===== src/rtl/snd_mix_seq.sv =====
// Sequential BGM + NUM_SE effect mixer: one shared MAC, saturation, output slot.
// Optional peak meter enabled with `define SND_MIX_PEAK_EN.
module snd_mix_seq #(
  parameter int NUM_SE = 4,
  parameter int SMP_W  = 16,
  parameter int VOL_W  = 8
) (
  input  logic                      ACLK,
  input  logic                      ARESETN,
  input  logic                      FIFO_RD,
  output logic                      FIFO_VALID,
  output logic [2*SMP_W-1:0]        FIFO_DOUT,
  input  logic                      BGM_FIFO_VALID,
  input  logic [2*SMP_W-1:0]        BGM_FIFO_DOUT,
  output logic                      BGM_FIFO_RD,
  input  logic [NUM_SE-1:0]         SE_FIFO_VALID,
  input  logic [NUM_SE*2*SMP_W-1:0] SE_FIFO_DOUT,
  output logic [NUM_SE-1:0]         SE_FIFO_RD,
  input  logic [NUM_SE-1:0]         M_SE_SELECT,
  input  logic [VOL_W-1:0]          M_BGM_VOLUME,
  input  logic [VOL_W-1:0]          M_SE_VOLUME,
  output logic                      MIX_CLIP
`ifdef SND_MIX_PEAK_EN
  ,
  input  logic                      PEAK_CLR,
  output logic [SMP_W-1:0]          PEAK_L,
  output logic [SMP_W-1:0]          PEAK_R
`endif
);

  localparam int WW = 2 * SMP_W;
  localparam int PW = SMP_W + VOL_W + 1;
  localparam int AW = SMP_W + VOL_W + $clog2(NUM_SE + 2);
  localparam int KW = $clog2(NUM_SE + 1);
  localparam logic [KW-1:0] LASTK = KW'(NUM_SE);
  localparam logic signed [AW-1:0] MAXV =
    $signed({{(AW-SMP_W+1){1'b0}}, {(SMP_W-1){1'b1}}});
  localparam logic signed [AW-1:0] MINV = ~MAXV;

  typedef enum logic [1:0] {IDLE, ACC, SAT} state_t;

  state_t                  state_q, state_d;
  logic [KW-1:0]           k_q, k_d;
  logic [WW-1:0]           words_q [0:NUM_SE];
  logic [VOL_W-1:0]        bvol_q, svol_q;
  logic signed [AW-1:0]    acc_l_q, acc_l_d, acc_r_q, acc_r_d;
  logic [WW-1:0]           dout_q, dout_d;
  logic                    valid_q, valid_d;
  logic                    clip_q, clip_d;

  logic                    go, slot_free, wr;
  logic [NUM_SE-1:0]       contrib;
  logic [VOL_W-1:0]        vol;
  logic signed [PW-1:0]    sl, sr, vx, pl, pr;
  logic signed [AW-1:0]    tl, tr;
  logic [SMP_W-1:0]        sat_l, sat_r;
  logic                    clip_l, clip_r;

  assign slot_free   = !valid_q || FIFO_RD;
  assign contrib     = SE_FIFO_VALID & M_SE_SELECT;
  // Pops are combinational so the source FIFO advances on the snapshot edge.
  assign go          = (state_q == IDLE) && BGM_FIFO_VALID && ARESETN;
  assign BGM_FIFO_RD = go;
  assign SE_FIFO_RD  = go ? contrib : '0;
  assign FIFO_VALID  = valid_q;
  assign FIFO_DOUT   = dout_q;
  assign MIX_CLIP    = clip_q;
  assign wr          = (state_q == SAT) && slot_free;

  assign vol = (k_q == '0) ? bvol_q : svol_q;
  assign sl  = PW'($signed(words_q[0][SMP_W-1:0]));
  assign sr  = PW'($signed(words_q[0][WW-1:SMP_W]));
  assign vx  = $signed(PW'({1'b0, vol}));
  assign pl  = sl * vx;
  assign pr  = sr * vx;
  assign tl  = AW'(pl >>> (VOL_W - 1));
  assign tr  = AW'(pr >>> (VOL_W - 1));

  always_comb begin
    sat_l  = acc_l_q[SMP_W-1:0];
    clip_l = 1'b0;
    if (acc_l_q > MAXV) begin
      sat_l  = MAXV[SMP_W-1:0];
      clip_l = 1'b1;
    end else if (acc_l_q < MINV) begin
      sat_l  = MINV[SMP_W-1:0];
      clip_l = 1'b1;
    end
    sat_r  = acc_r_q[SMP_W-1:0];
    clip_r = 1'b0;
    if (acc_r_q > MAXV) begin
      sat_r  = MAXV[SMP_W-1:0];
      clip_r = 1'b1;
    end else if (acc_r_q < MINV) begin
      sat_r  = MINV[SMP_W-1:0];
      clip_r = 1'b1;
    end
  end

  always_comb begin
    state_d = state_q;
    k_d     = k_q;
    acc_l_d = acc_l_q;
    acc_r_d = acc_r_q;
    dout_d  = dout_q;
    valid_d = valid_q;
    clip_d  = clip_q;
    if (FIFO_RD && valid_q) valid_d = 1'b0;
    unique case (state_q)
      IDLE: if (go) begin
        state_d = ACC;
        k_d     = '0;
        acc_l_d = '0;
        acc_r_d = '0;
      end
      ACC: begin
        acc_l_d = acc_l_q + tl;
        acc_r_d = acc_r_q + tr;
        k_d     = k_q + 1'b1;
        if (k_q == LASTK) state_d = SAT;
      end
      SAT: if (slot_free) begin
        dout_d  = {sat_r, sat_l};
        valid_d = 1'b1;
        clip_d  = clip_q | clip_l | clip_r;
        state_d = IDLE;
      end
      default: state_d = IDLE;
    endcase
  end

  always_ff @(posedge ACLK or negedge ARESETN) begin
    if (!ARESETN) begin
      state_q <= IDLE;
      k_q     <= '0;
      acc_l_q <= '0;
      acc_r_q <= '0;
      dout_q  <= '0;
      valid_q <= 1'b0;
      clip_q  <= 1'b0;
      bvol_q  <= '0;
      svol_q  <= '0;
      for (int i = 0; i <= NUM_SE; i++) words_q[i] <= '0;
    end else begin
      state_q <= state_d;
      k_q     <= k_d;
      acc_l_q <= acc_l_d;
      acc_r_q <= acc_r_d;
      dout_q  <= dout_d;
      valid_q <= valid_d;
      clip_q  <= clip_d;
      if (go) begin
        bvol_q     <= M_BGM_VOLUME;
        svol_q     <= M_SE_VOLUME;
        words_q[0] <= BGM_FIFO_DOUT;
        for (int i = 0; i < NUM_SE; i++)
          words_q[i+1] <= contrib[i] ? SE_FIFO_DOUT[i*WW +: WW] : '0;
      end else if (state_q == ACC) begin
        // Shift so the MAC always reads slot 0.
        for (int i = 0; i < NUM_SE; i++) words_q[i] <= words_q[i+1];
        words_q[NUM_SE] <= '0;
      end
    end
  end

`ifdef SND_MIX_PEAK_EN
  logic [SMP_W-1:0] pk_l_q, pk_r_q, mag_l, mag_r;

  function automatic logic [SMP_W-1:0] mag(input logic [SMP_W-1:0] v);
    if (!v[SMP_W-1]) return v;
    if (v == {1'b1, {(SMP_W-1){1'b0}}}) return {1'b0, {(SMP_W-1){1'b1}}};
    return ~v + 1'b1;
  endfunction

  assign mag_l  = mag(sat_l);
  assign mag_r  = mag(sat_r);
  assign PEAK_L = pk_l_q;
  assign PEAK_R = pk_r_q;

  always_ff @(posedge ACLK or negedge ARESETN) begin
    if (!ARESETN) begin
      pk_l_q <= '0;
      pk_r_q <= '0;
    end else if (PEAK_CLR) begin
      pk_l_q <= '0;
      pk_r_q <= '0;
    end else if (wr) begin
      if (mag_l > pk_l_q) pk_l_q <= mag_l;
      if (mag_r > pk_r_q) pk_r_q <= mag_r;
    end
  end
`endif

endmodule


===== config.mk =====
export PLATFORM = sky130hd
export DESIGN_NAME = snd_mix_seq
export DESIGN_NICKNAME = d
export VERILOG_FILES = /design/src/rtl/snd_mix_seq.sv
export SDC_FILE = /design/constraint.sdc
export NUM_CORES = 1
export LEC_CHECK = 0
export ABC_AREA = 1
export BUFFER_PORTS_ARGS = -buffer_cell sky130_fd_sc_hd__buf_2
export CAP_MARGIN = 20
export CORE_UTILIZATION = 65
export DETAILED_ROUTE_END_ITERATION = 6
export PLACE_DENSITY = 0.87
export SLEW_MARGIN = 30
export SYNTH_ARGS = -nofsm -noshare
export SYNTH_HDL_FRONTEND = slang
export SYNTH_SLANG_ARGS = --single-unit

===== constraint.sdc =====
create_clock -name ACLK -period 11.9 [get_ports ACLK]
set_input_delay 1.19 -clock ACLK [delete_from_list [all_inputs] [get_ports ACLK]]
set_output_delay 1.19 -clock ACLK [all_outputs]
set_load 0.01 [all_outputs]

==> out/qor.csv, run 1 <==
stage,metric,value,unit
critical_path,r2r.worst_path.cells,34,
routing,wl,67190,um
global_route,grt_pass1_wl,108700,um
final_layout,regArea,6731,sq um
timing,hold_viol,0,
timing,max_freq,125.5,MHz
yosys,synth_top_family_by_area,adder cells,
critical_path,arrival,8.44,ns
final_layout,n_fill_cell,2663,
cts,clk_pin_slew,0.06,ns
timing,relSlewSlack,0.3912,
yosys,ys_async_sr_fraction,1.000,
routing,dr_wl_met2,32540,um
placement,hpwl,51250,um
routing,wl_met1,26380,um
routing,avgViaCountPerCell,5.865,
routing,top_layer_used,met5,
floorplanning,rows,68,
routing,num_vias,20615,
final_layout,multi_input_area,14260,sq um
timing,worst-slew-pin-transition,0.9121,ns
timing,setup_viol,0,
global_route,first_global_vias,21149,
critical_path,criticalPathCategory,flip-flop to flip-flop,
cts,cts_setup_buffers,0,
floorplanning,ioPinCount,227,
yosys,yosysWarningCount,0,
yosys,yosysSeqAreaShare,0.2909,
yosys,synth_compound_area_frac,0.1587,
cts,holdBufCountCts,0,
yosys,synthMuxAreaShare,0,
yosys,ys_seq_elements,269,
routing,wl_per_cell,19.12,um
routing,drc,0,
min_path,hold_path_class,flip-flop to flip-flop,
timing,period_share,0.6697,
timing,maxSlewViolCount,0,
timing,min_period,7.969,ns
timing,rsz0062_at_grt,false,
routing,ant_nets,0,
critical_path,max_stage_delay,0.56,ns
critical_path,crit_path_end_kind,flip-flop,
min_path,hold_depth,2,
timing,skew,0.01862,ns
routing,dr.pass1.iters,6,
floorplanning,chipHeight,190.7,um
global_route,antenna_found_initial,2,
cts,cts_buffer_depth,3,
final_layout,drive_above_1_share,0.1203,
final_layout,final_nets,3573,
cts,ctsResizeCount,0,
cts,clockRootBuffer,clkbuf_16,
floorplanning,die_w,190.7,um
final_layout,final_common_cell,nand2_1,
critical_path,slowest_stage,fa_1,
run,maxCapViolCount,0,
cts,cts_tree,done,
yosys,synth_edf_count,0,
critical_path,path_max_fanout,28,
critical_path,required,12.37,ns
routing,drt_iter0_drc,1721,
yosys,synthAdderAreaFrac,0.2554,
floorplanning,coreArea,34800,sq um
yosys,ys.flop_type,dfrtp_1,
yosys,synthXorXnorAreaFrac,0.02379,
yosys,synthesis.area,23140,sq um
routing,route.met3.wl,5282,um
timing,setup_tns,0,ns
critical_path,worstSetupStartpointType,flip-flop,
final_layout,post-route-util,0.7356,
placement,gp_congestion,0.9662,
cts,htree_levels,1,
cts,cts.sinks,269,
final_layout,area_delta_synth_final,10.60,%
global_route,grt_use_total,0.3842,
cts,numCtsBuffers,30,
global_route,overflow,0,
placement,portBuffers,226,
status,outcome,"complete, no violations",
yosys,syn_avg_cell_area,8.101,sq um
final_layout,final_cell_mix,"nand2_1, inv_1, nor2_1",
floorplanning,start_util,0.6651,
yosys,synthSimpleGateAreaFrac,0.1772,
floorplanning,die_area,36360,sq um
yosys,synthCells,2857,
yosys,syn_nets,3395,
global_route,grt_max_degree,135,
yosys,yosysUniqueCellTypes,53,
cts,clock_latency,0.59,ns
==> sequential cells by signal, summed over array words and instances, names as in the netlist <==
register and flops:
bvol_q 8, sl 16, k_q 3, FIFO_VALID 1, FIFO_DOUT 32, acc_l_q 27, acc_r_q 27, svol_q 8
state_q 2, words_q 128, MIX_CLIP 1, sr 16
==> kinds of logic (layout without fill, tap and decap cells) <==
logic type,after synthesis,in the layout
buffers and inverters,563,765
xor gates and xnor gates,62,62
DFF,269,269
AOI/OAI and AO/OA,605,605
other,0,1
adders and majority gates,350,350
and+or+nand+nor,1008,1008
==> worst paths after layout <==
check	from	end	slack [ns]
min in group asynchronous	ARESETN	FIFO_DOUT[26]$_DFFE_PN0P_	0.64
max	k_q[0]$_DFFE_PN0P_	acc_l_q[26]$_DFFE_PN0P_	3.93
max reg2reg	k_q[0]$_DFFE_PN0P_	acc_l_q[26]$_DFFE_PN0P_	3.93
min	FIFO_DOUT[26]$_DFFE_PN0P_	FIFO_DOUT[26]$_DFFE_PN0P_	0.48
max in group asynchronous	ARESETN	words_q[110]$_DFFE_PN0P_	8.53
min reg2reg	FIFO_DOUT[26]$_DFFE_PN0P_	FIFO_DOUT[26]$_DFFE_PN0P_	0.48
==> layout make-up <==
cell class	count	area share
diodes	1	0.00009776
flip-flops and latches	269	0.2630
repair buffers	245	0.05044
clock buffers	43	0.03475
multi-input cells	2025	0.5570
well taps	455	0.02224
inverters	464	0.06804
clock inverters	13	0.004448
==> cell usage after synthesis, types with 3 or more instances <==
master	number	area, sq um
a21o_1	15	112.6
a21oi_1	128	640.6
a21oi_2	3	26.28
a22o_1	34	297.8
a22oi_1	90	675.7
a31oi_1	10	62.56
buf_1	9	33.78
buf_2	24	120.1
buf_4	4	30.03
clkbuf_1	59	221.5
dfrtp_1	269	6731
fa_1	204	4084
ha_1	146	1827
inv_1	456	1712
inv_2	6	22.52
nand2_1	567	2128
nand2_2	25	156.4
nand2_4	6	67.56
nand3_1	58	290.3
nand3_2	4	40.04
nand4_1	18	112.6
nor2_1	297	1115
nor3_1	18	90.09
nor4_1	4	25.02
o211ai_1	33	247.7
o21a_1	5	37.54
o21ai_0	237	1186
o21ai_1	7	35.03
o21ai_2	11	96.34
o21bai_1	8	60.06
o22ai_1	5	31.28
o31ai_1	5	37.54
or2_2	5	31.28
xnor2_1	27	236.5
xor2_1	34	297.8
==> through the flow <==
stage                     instances  setup WS (ns)  cell area [sq um]  hold slack, ns
after floorplan                2857          5.364              23140          0.4414
after global placement         3458          4.385              24580          0.4631
after detailed placement       3458          4.090              24590          0.4711
after CTS                      3514          4.075              25590          0.4863
after global routing           3514          3.415              25590          0.5086
final                          3515          3.931              25600          0.4836
==> worst max-delay path, delay by kind of cell (launching register included) <==
kind | cells | cell delay [ns]
AO/OA/AOI/OAI | 3 | 0.75
AND/OR/NAND/NOR | 17 | 2.60
adder cells (fa/ha/maj) | 7 | 3.19
buffers and inverters | 7 | 0.91
flip-flops | 1 | 0.40
==> metal layers <==
metal  global-route usage  vias up
met3              0.06183      202
met4               0.1569        2
met1               0.4826     9949
met2               0.6606      913
met5                    0        -
li1                     -     9549
Power of run 1 is not shown: default switching activity piles up to over one toggle a cycle in this logic, so the estimate is an artifact.
==> run 2: changes to the inputs <==
ABC_AREA = 0   (was 1)
CORE_UTILIZATION = 61   (was 65)
PLACE_DENSITY = 0.82   (was 0.87)
clock period = 8.3 ns   (was 11.9 ns; I/O delays follow)
==> out/qor.csv, run 2 <==
stage,metric,value,unit,change
final_layout,multi_input_area,14350,sq um,"was 14,260 sq um"
routing,ant_nets,0,,unchanged
timing,period_share,0.9666,,was 0.6697
yosys,synth_edf_count,0,,unchanged
cts,cts.sinks,269,,unchanged
timing,rsz0062_at_grt,false,,unchanged
yosys,synth_top_area_cell,dfrtp_1,,unchanged
timing,skew,0.03079,ns,was 0.01862 ns
min_path,hold_path_class,primary input to asynchronous set/reset pin,,was flip-flop to flip-flop
floorplanning,start_util,0.6180,,was 0.6651
yosys,ys.flop_type,dfrtp_1,,unchanged
timing,max_freq,124.6,MHz,was 125.5 MHz
timing,setup_tns,0,ns,unchanged
routing,drc,0,,unchanged
placement,portBuffers,226,,unchanged
critical_path,worstSetupStartpointType,flip-flop,,unchanged
yosys,yosysUniqueCellTypes,71,,was 53
critical_path,slowest_stage,fa_1,,unchanged
critical_path,max_stage_delay,0.54,ns,was 0.56 ns
global_route,grt_pass1_wl,96110,um,"was 108,700 um"
final_layout,regArea,6731,sq um,unchanged
yosys,synth.most_common_cell,nand2_1,,unchanged
yosys,yosysSeqAreaShare,0.2982,,was 0.2909
floorplanning,coreArea,36520,sq um,"was 34,800 sq um"
global_route,grt_use_total,0.3156,,was 0.3842
yosys,netlist.area_leader.share,0.2982,,was 0.2909
final_layout,final_nets,3277,,"was 3,573"
placement,hpwl,43230,um,"was 51,250 um"
global_route,antenna_found_initial,9,,was 2
cts,clock_latency,0.59,ns,about the same
global_route,grt_max_degree,168,,was 135
global_route,first_global_vias,19335,,"was 21,149"
cts,clk_pin_slew,0.07,ns,was 0.06 ns
global_route,overflow,0,,unchanged
final_layout,n_fill_cell,2749,,"was 2,663"
timing,min_period,8.023,ns,was 7.969 ns
cts,cts_tree,done,,unchanged
cts,htree_levels,1,,unchanged
yosys,yosysWarningCount,0,,unchanged
cts,numCtsBuffers,29,,was 30
timing,worst-slew-pin-transition,0.9870,ns,was 0.9121 ns
yosys,synthTopCellsByArea,"dfrtp_1, fa_1, ha_1",,"was dfrtp_1, fa_1, nand2_1"
cts,clockRootBuffer,clkbuf_16,,unchanged
final_layout,final_common_cell,nand2_1,,unchanged
yosys,syn_nets,3117,,"was 3,395"
critical_path,path_max_fanout,8,,was 28
routing,drt_iter0_drc,1285,,"was 1,721"
floorplanning,ioPinCount,227,,unchanged
critical_path,cpLargestDelayFamily,adder cells,,unchanged
routing,wl_per_cell,18.43,um,was 19.12 um
yosys,synthCells,2579,,"was 2,857"
final_layout,regMostFlops,words_q,,unchanged
final_layout,drive_above_1_share,0.1300,,was 0.1203
yosys,synthesis.area,22570,sq um,"was 23,140 sq um"
critical_path,arrival,8.53,ns,was 8.44 ns
routing,wl,59540,um,"was 67,190 um"
placement,gp_congestion,0.8831,,was 0.9662
final_layout,largest_reg_flops,128,,unchanged
final_layout,post-route-util,0.6919,,was 0.7356
timing,relSlewSlack,0.3420,,was 0.3912
floorplanning,rows,70,,was 68
routing,num_vias,18968,,"was 20,615"
floorplanning,die_w,194.4,um,was 190.7 um
timing,setup_viol,0,,unchanged
final_layout,area_delta_synth_final,11.95,%,was 10.60%
final_layout,final_cell_mix,"nand2_1, inv_1, dfrtp_1",,"was nand2_1, inv_1, nor2_1"
routing,dr.pass1.iters,6,,unchanged
cts,cts_buffer_depth,3,,unchanged
yosys,synthTopCellsByCount,"nand2_1, inv_1, dfrtp_1",,"was nand2_1, inv_1, nor2_1"
floorplanning,die_area,37780,sq um,"was 36,360 sq um"
timing,maxSlewViolCount,0,,unchanged
critical_path,criticalPathCategory,flip-flop to flip-flop,,unchanged
timing,hold_viol,0,,unchanged
yosys,syn_avg_cell_area,8.752,sq um,was 8.101 sq um
timing,hold_ws,0.2829,ns,was 0.4836 ns
run,maxCapViolCount,0,,unchanged
critical_path,required,8.81,ns,was 12.37 ns
critical_path,crit_path_end_kind,flip-flop,,unchanged
yosys,ys_async_sr_fraction,1.000,,unchanged
placement,pre_cts_slack,-0.1545,ns,was 4.090 ns
yosys,ys_seq_elements,269,,unchanged
status,outcome,"complete, no violations",,unchanged
floorplanning,chipHeight,194.4,um,was 190.7 um
critical_path,critical_path_buf_inv_count,6,,was 7
routing,avgViaCountPerCell,5.871,,was 5.865
cts,holdBufCountCts,0,,unchanged
timing,setup_slack,0.2774,ns,was 3.931 ns
run 2: path summary, 6_finish.rpt:
path / start / to / cells past startpoint / slack, ns
max in group asynchronous: ARESETN / sr[1]$_DFFE_PN0P_ / 3 / 6.50
max reg2reg: k_q[0]$_DFFE_PN0P_ / acc_l_q[26]$_DFFE_PN0P_ / 31 / 0.28
min reg2reg: FIFO_DOUT[0]$_DFFE_PN0P_ / FIFO_DOUT[0]$_DFFE_PN0P_ / 2 / 0.47
min in group ACLK: M_BGM_VOLUME[2] / bvol_q[2]$_DFFE_PN0P_ / 3 / 0.43
min: ARESETN / words_q[62]$_DFFE_PN0P_ / 1 / 0.28
max: k_q[0]$_DFFE_PN0P_ / acc_l_q[26]$_DFFE_PN0P_ / 31 / 0.28
run 2: what timing repair did:
item                                    4_1_cts  5_1_grt
setup buffers                                 0        5
gates resized for setup                       3       20
endpoints found under the setup margin        2       11
cloned                                        0        1
pin swaps                                     0        3
endpoints found under the hold margin         0        0
run 2: cell type report:
cell class                      count  share of cell area
Clock inverter                     17            0.008170
Tap cell                          468             0.02317
Inverter                          307             0.04560
Timing Repair Buffer              260             0.05684
Sequential cell                   269              0.2664
Antenna cell                        1          0.00009903
Multi-Input combinational cell   1872              0.5678
Clock buffer                       37             0.03189
run 2: logic make-up (layout without fill, tap and decap cells):
family / after synthesis / after routing / synth area share
other: 0 / 1 / 0
XOR/XNOR: 77 / 77 / 0.02988
buffers and inverters: 439 / 621 / 0.07400
AND/OR/NAND/NOR: 831 / 831 / 0.1673
AO/OA/AOI/OAI: 602 / 602 / 0.1633
flip-flops: 269 / 269 / 0.2982
multiplexers: 11 / 12 / 0.005432
adder cells (fa/ha/maj): 350 / 350 / 0.2619
run 2: per-stage QoR:
stage          cell area (sq um)  instances
4_1_cts                    25080       3223
6_report                   25270       3231
5_1_grt                    25270       3231
3_3_place_gp               24060       3169
3_5_place_dp               24060       3169
2_1_floorplan              22570       2579
run 2: layer usage:
metal / routed length (um) / track usage
met1: 23570 / 0.3939
met2: 29250 / 0.5413
met3: 4106 / 0.05882
met4: 2508 / 0.1290
met5: 104 / 0
Power of run 2 is left out for the same reason.
==> run 3: changes to the inputs <==
CELL_PAD_IN_SITES_DETAIL_PLACEMENT = 1   (was unset)
CELL_PAD_IN_SITES_GLOBAL_PLACEMENT = 1   (was unset)
CORE_UTILIZATION = 47   (was 61)
PLACE_DENSITY = unset   (was 0.82)
PLACE_DENSITY_LB_ADDON = 0.1   (was unset)
==> out/qor.csv, run 3 (synthesis gave the netlist of run 2 again) <==
stage,metric,value,unit,change
status,outcome,finished with violations,,"was complete, no violations"
status,violations,design-rule violations,,
critical_path,required,8.75,ns,was 8.81 ns
timing,worst-slew-pin-transition,0.9155,ns,was 0.9870 ns
cts,cts_buffer_depth,3,,unchanged
floorplanning,ioPinCount,227,,unchanged
routing,wl,69850,um,"was 59,540 um"
timing,period_share,0.9616,,was 0.9666
critical_path,path_depth,29,,was 31
routing,dr.pass1.iters,7,,was 6
timing,setup_viol,0,,unchanged
placement,place_area,24320,sq um,"was 24,060 sq um"
critical_path,criticalPathCategory,flip-flop to flip-flop,,unchanged
critical_path,critical_path_buf_inv_count,4,,was 6
critical_path,endpoint,acc_l_q[26]$_DFFE_PN0P_,,unchanged
min_path,hold_path_class,primary input to asynchronous set/reset pin,,unchanged
placement,portBuffers,226,,unchanged
timing,min_period,7.982,ns,was 8.023 ns
final_layout,fin_area,25830,sq um,"was 25,270 sq um"
placement,hpwl,51940,um,"was 43,230 um"
cts,cts.sinks,269,,unchanged
routing,num_vias,19069,,"was 18,968"
critical_path,crit_path_end_kind,flip-flop,,unchanged
final_layout,drive_above_1_share,0.1416,,was 0.1300
routing,drc,2,,was 0
placement,gp_congestion,0.8613,,was 0.8831
critical_path,r2r.worst_path.cells,29,,was 31
critical_path,worstSetupStartpointType,flip-flop,,unchanged
cts,clock_latency,0.55,ns,was 0.59 ns
global_route,grt_pass1_wl,111200,um,"was 96,110 um"
critical_path,cp_common_cell,fa_1,,
global_route,antenna_found_initial,24,,was 9
timing,max_freq,125.3,MHz,was 124.6 MHz
critical_path,arrival,8.43,ns,was 8.53 ns
final_layout,post-route-util,0.5502,,was 0.6919
global_route,first_global_vias,20740,,"was 19,335"
cts,clk_pin_slew,0.06,ns,was 0.07 ns
critical_path,startpoint,k_q[0]$_DFFE_PN0P_,,unchanged
routing,ant_nets,0,,unchanged
timing,skew,0.02550,ns,was 0.03079 ns
routing,wl_per_cell,20.58,um,was 18.43 um
floorplanning,die_area,48910,sq um,"was 37,780 sq um"
cts,htree_levels,2,,was 1
floorplanning,die_w,221.1,um,was 194.4 um
cts,clockRootBuffer,clkbuf_16,,unchanged
floorplanning,start_util,0.4807,,was 0.6180
critical_path,cpLargestDelayFamily,adder cells,,unchanged
final_layout,final_nets,3297,,"was 3,277"
final_layout,final_common_cell,nand2_1,,unchanged
critical_path,r2r_start,k_q[0]$_DFFE_PN0P_,,unchanged
critical_path,r2r-end,acc_l_q[26]$_DFFE_PN0P_,,unchanged
cts,holdBufCountCts,0,,unchanged
final_layout,largest_reg_flops,128,,unchanged
final_layout,area_delta_synth_final,14.45,%,was 11.95%
floorplanning,coreArea,46950,sq um,"was 36,520 sq um"
timing,hold_viol,0,,unchanged
critical_path,slowest_stage,fa_1,,unchanged
routing,drt_iter0_drc,940,,"was 1,285"
timing,hold_ws,0.2739,ns,was 0.2829 ns
critical_path,max_stage_delay,0.52,ns,was 0.54 ns
cts,numCtsBuffers,34,,was 29
critical_path,path_max_fanout,12,,was 8
critical_path,ff2ff_setup_slack,0.32,ns,was 0.28 ns
cts,cts_tree,done,,unchanged
floorplanning,chipHeight,221.1,um,was 194.4 um
global_route,grt_max_degree,103,,was 168
final_layout,final_cell_mix,"nand2_1, inv_1, dfrtp_1",,unchanged
timing,relSlewSlack,0.3896,,was 0.3420
routing,avgViaCountPerCell,5.618,,was 5.871
final_layout,regMostFlops,words_q,,unchanged
global_route,overflow,0,,unchanged
floorplanning,rows,79,,was 70
timing,maxSlewViolCount,0,,unchanged
global_route,grt_use_total,0.2863,,was 0.3156
run,maxCapViolCount,0,,unchanged
==> run 3: timing repair <==
| item | in CTS | in global routing |
|---|---|---|
| gates resized for setup | 5 | 39 |
| buffers inserted | 0 | 10 |
| cloned | 0 | 3 |
| pin swaps | 0 | 7 |
| endpoints found under the setup margin | 2 | 10 |
==> run 3: worst min path at each step <==
| stage | start | endpoint | cells past startpoint |
|---|---|---|---|
| 2_1_floorplan | bvol_q[2]$_DFFE_PN0P_ | bvol_q[2]$_DFFE_PN0P_ | 2 |
| 3_3_place_gp | FIFO_DOUT[24]$_DFFE_PN0P_ | FIFO_DOUT[24]$_DFFE_PN0P_ | 2 |
| 3_5_place_dp | FIFO_DOUT[29]$_DFFE_PN0P_ | FIFO_DOUT[29]$_DFFE_PN0P_ | 2 |
| 4_1_cts | ARESETN | FIFO_DOUT[19]$_DFFE_PN0P_ | 1 |
| 5_1_grt | ARESETN | FIFO_DOUT[19]$_DFFE_PN0P_ | 1 |
| 6_report | ARESETN | FIFO_DOUT[19]$_DFFE_PN0P_ | 1 |
==> run 3: layout make-up <==
class	count	area (sq um)
timing repair buffer	273	1541
multi-input combinational	1874	14450
tap	607	759.5
sequential	269	6731
inverter	307	1152
clock buffer	48	1025
fill	5532	21120
antenna	5	12.51
clock inverter	11	160.2
==> run 3: through the flow <==
stage               worst slack [ns]  std cells   TNS, ns
finish                        0.3185       3394         0
global route                -0.02507       3392  -0.04973
CTS                         0.006114       3376         0
detailed placement          -0.03323       3317  -0.03323
global placement              0.1488       3316         0
floorplan                     0.5929       2579         0
==> run 3: per-layer routing <==
layer / up-vias / global-route usage / part of all wire
li1: 8793 / - / -
met3: 167 / 0.06254 / 0.058
met4: 36 / 0.1015 / 0.034
met5: - / 0 / 0.0029
met2: 463 / 0.4844 / 0.48
met1: 9610 / 0.3604 / 0.42
Power of run 3 is left out for the same reason.
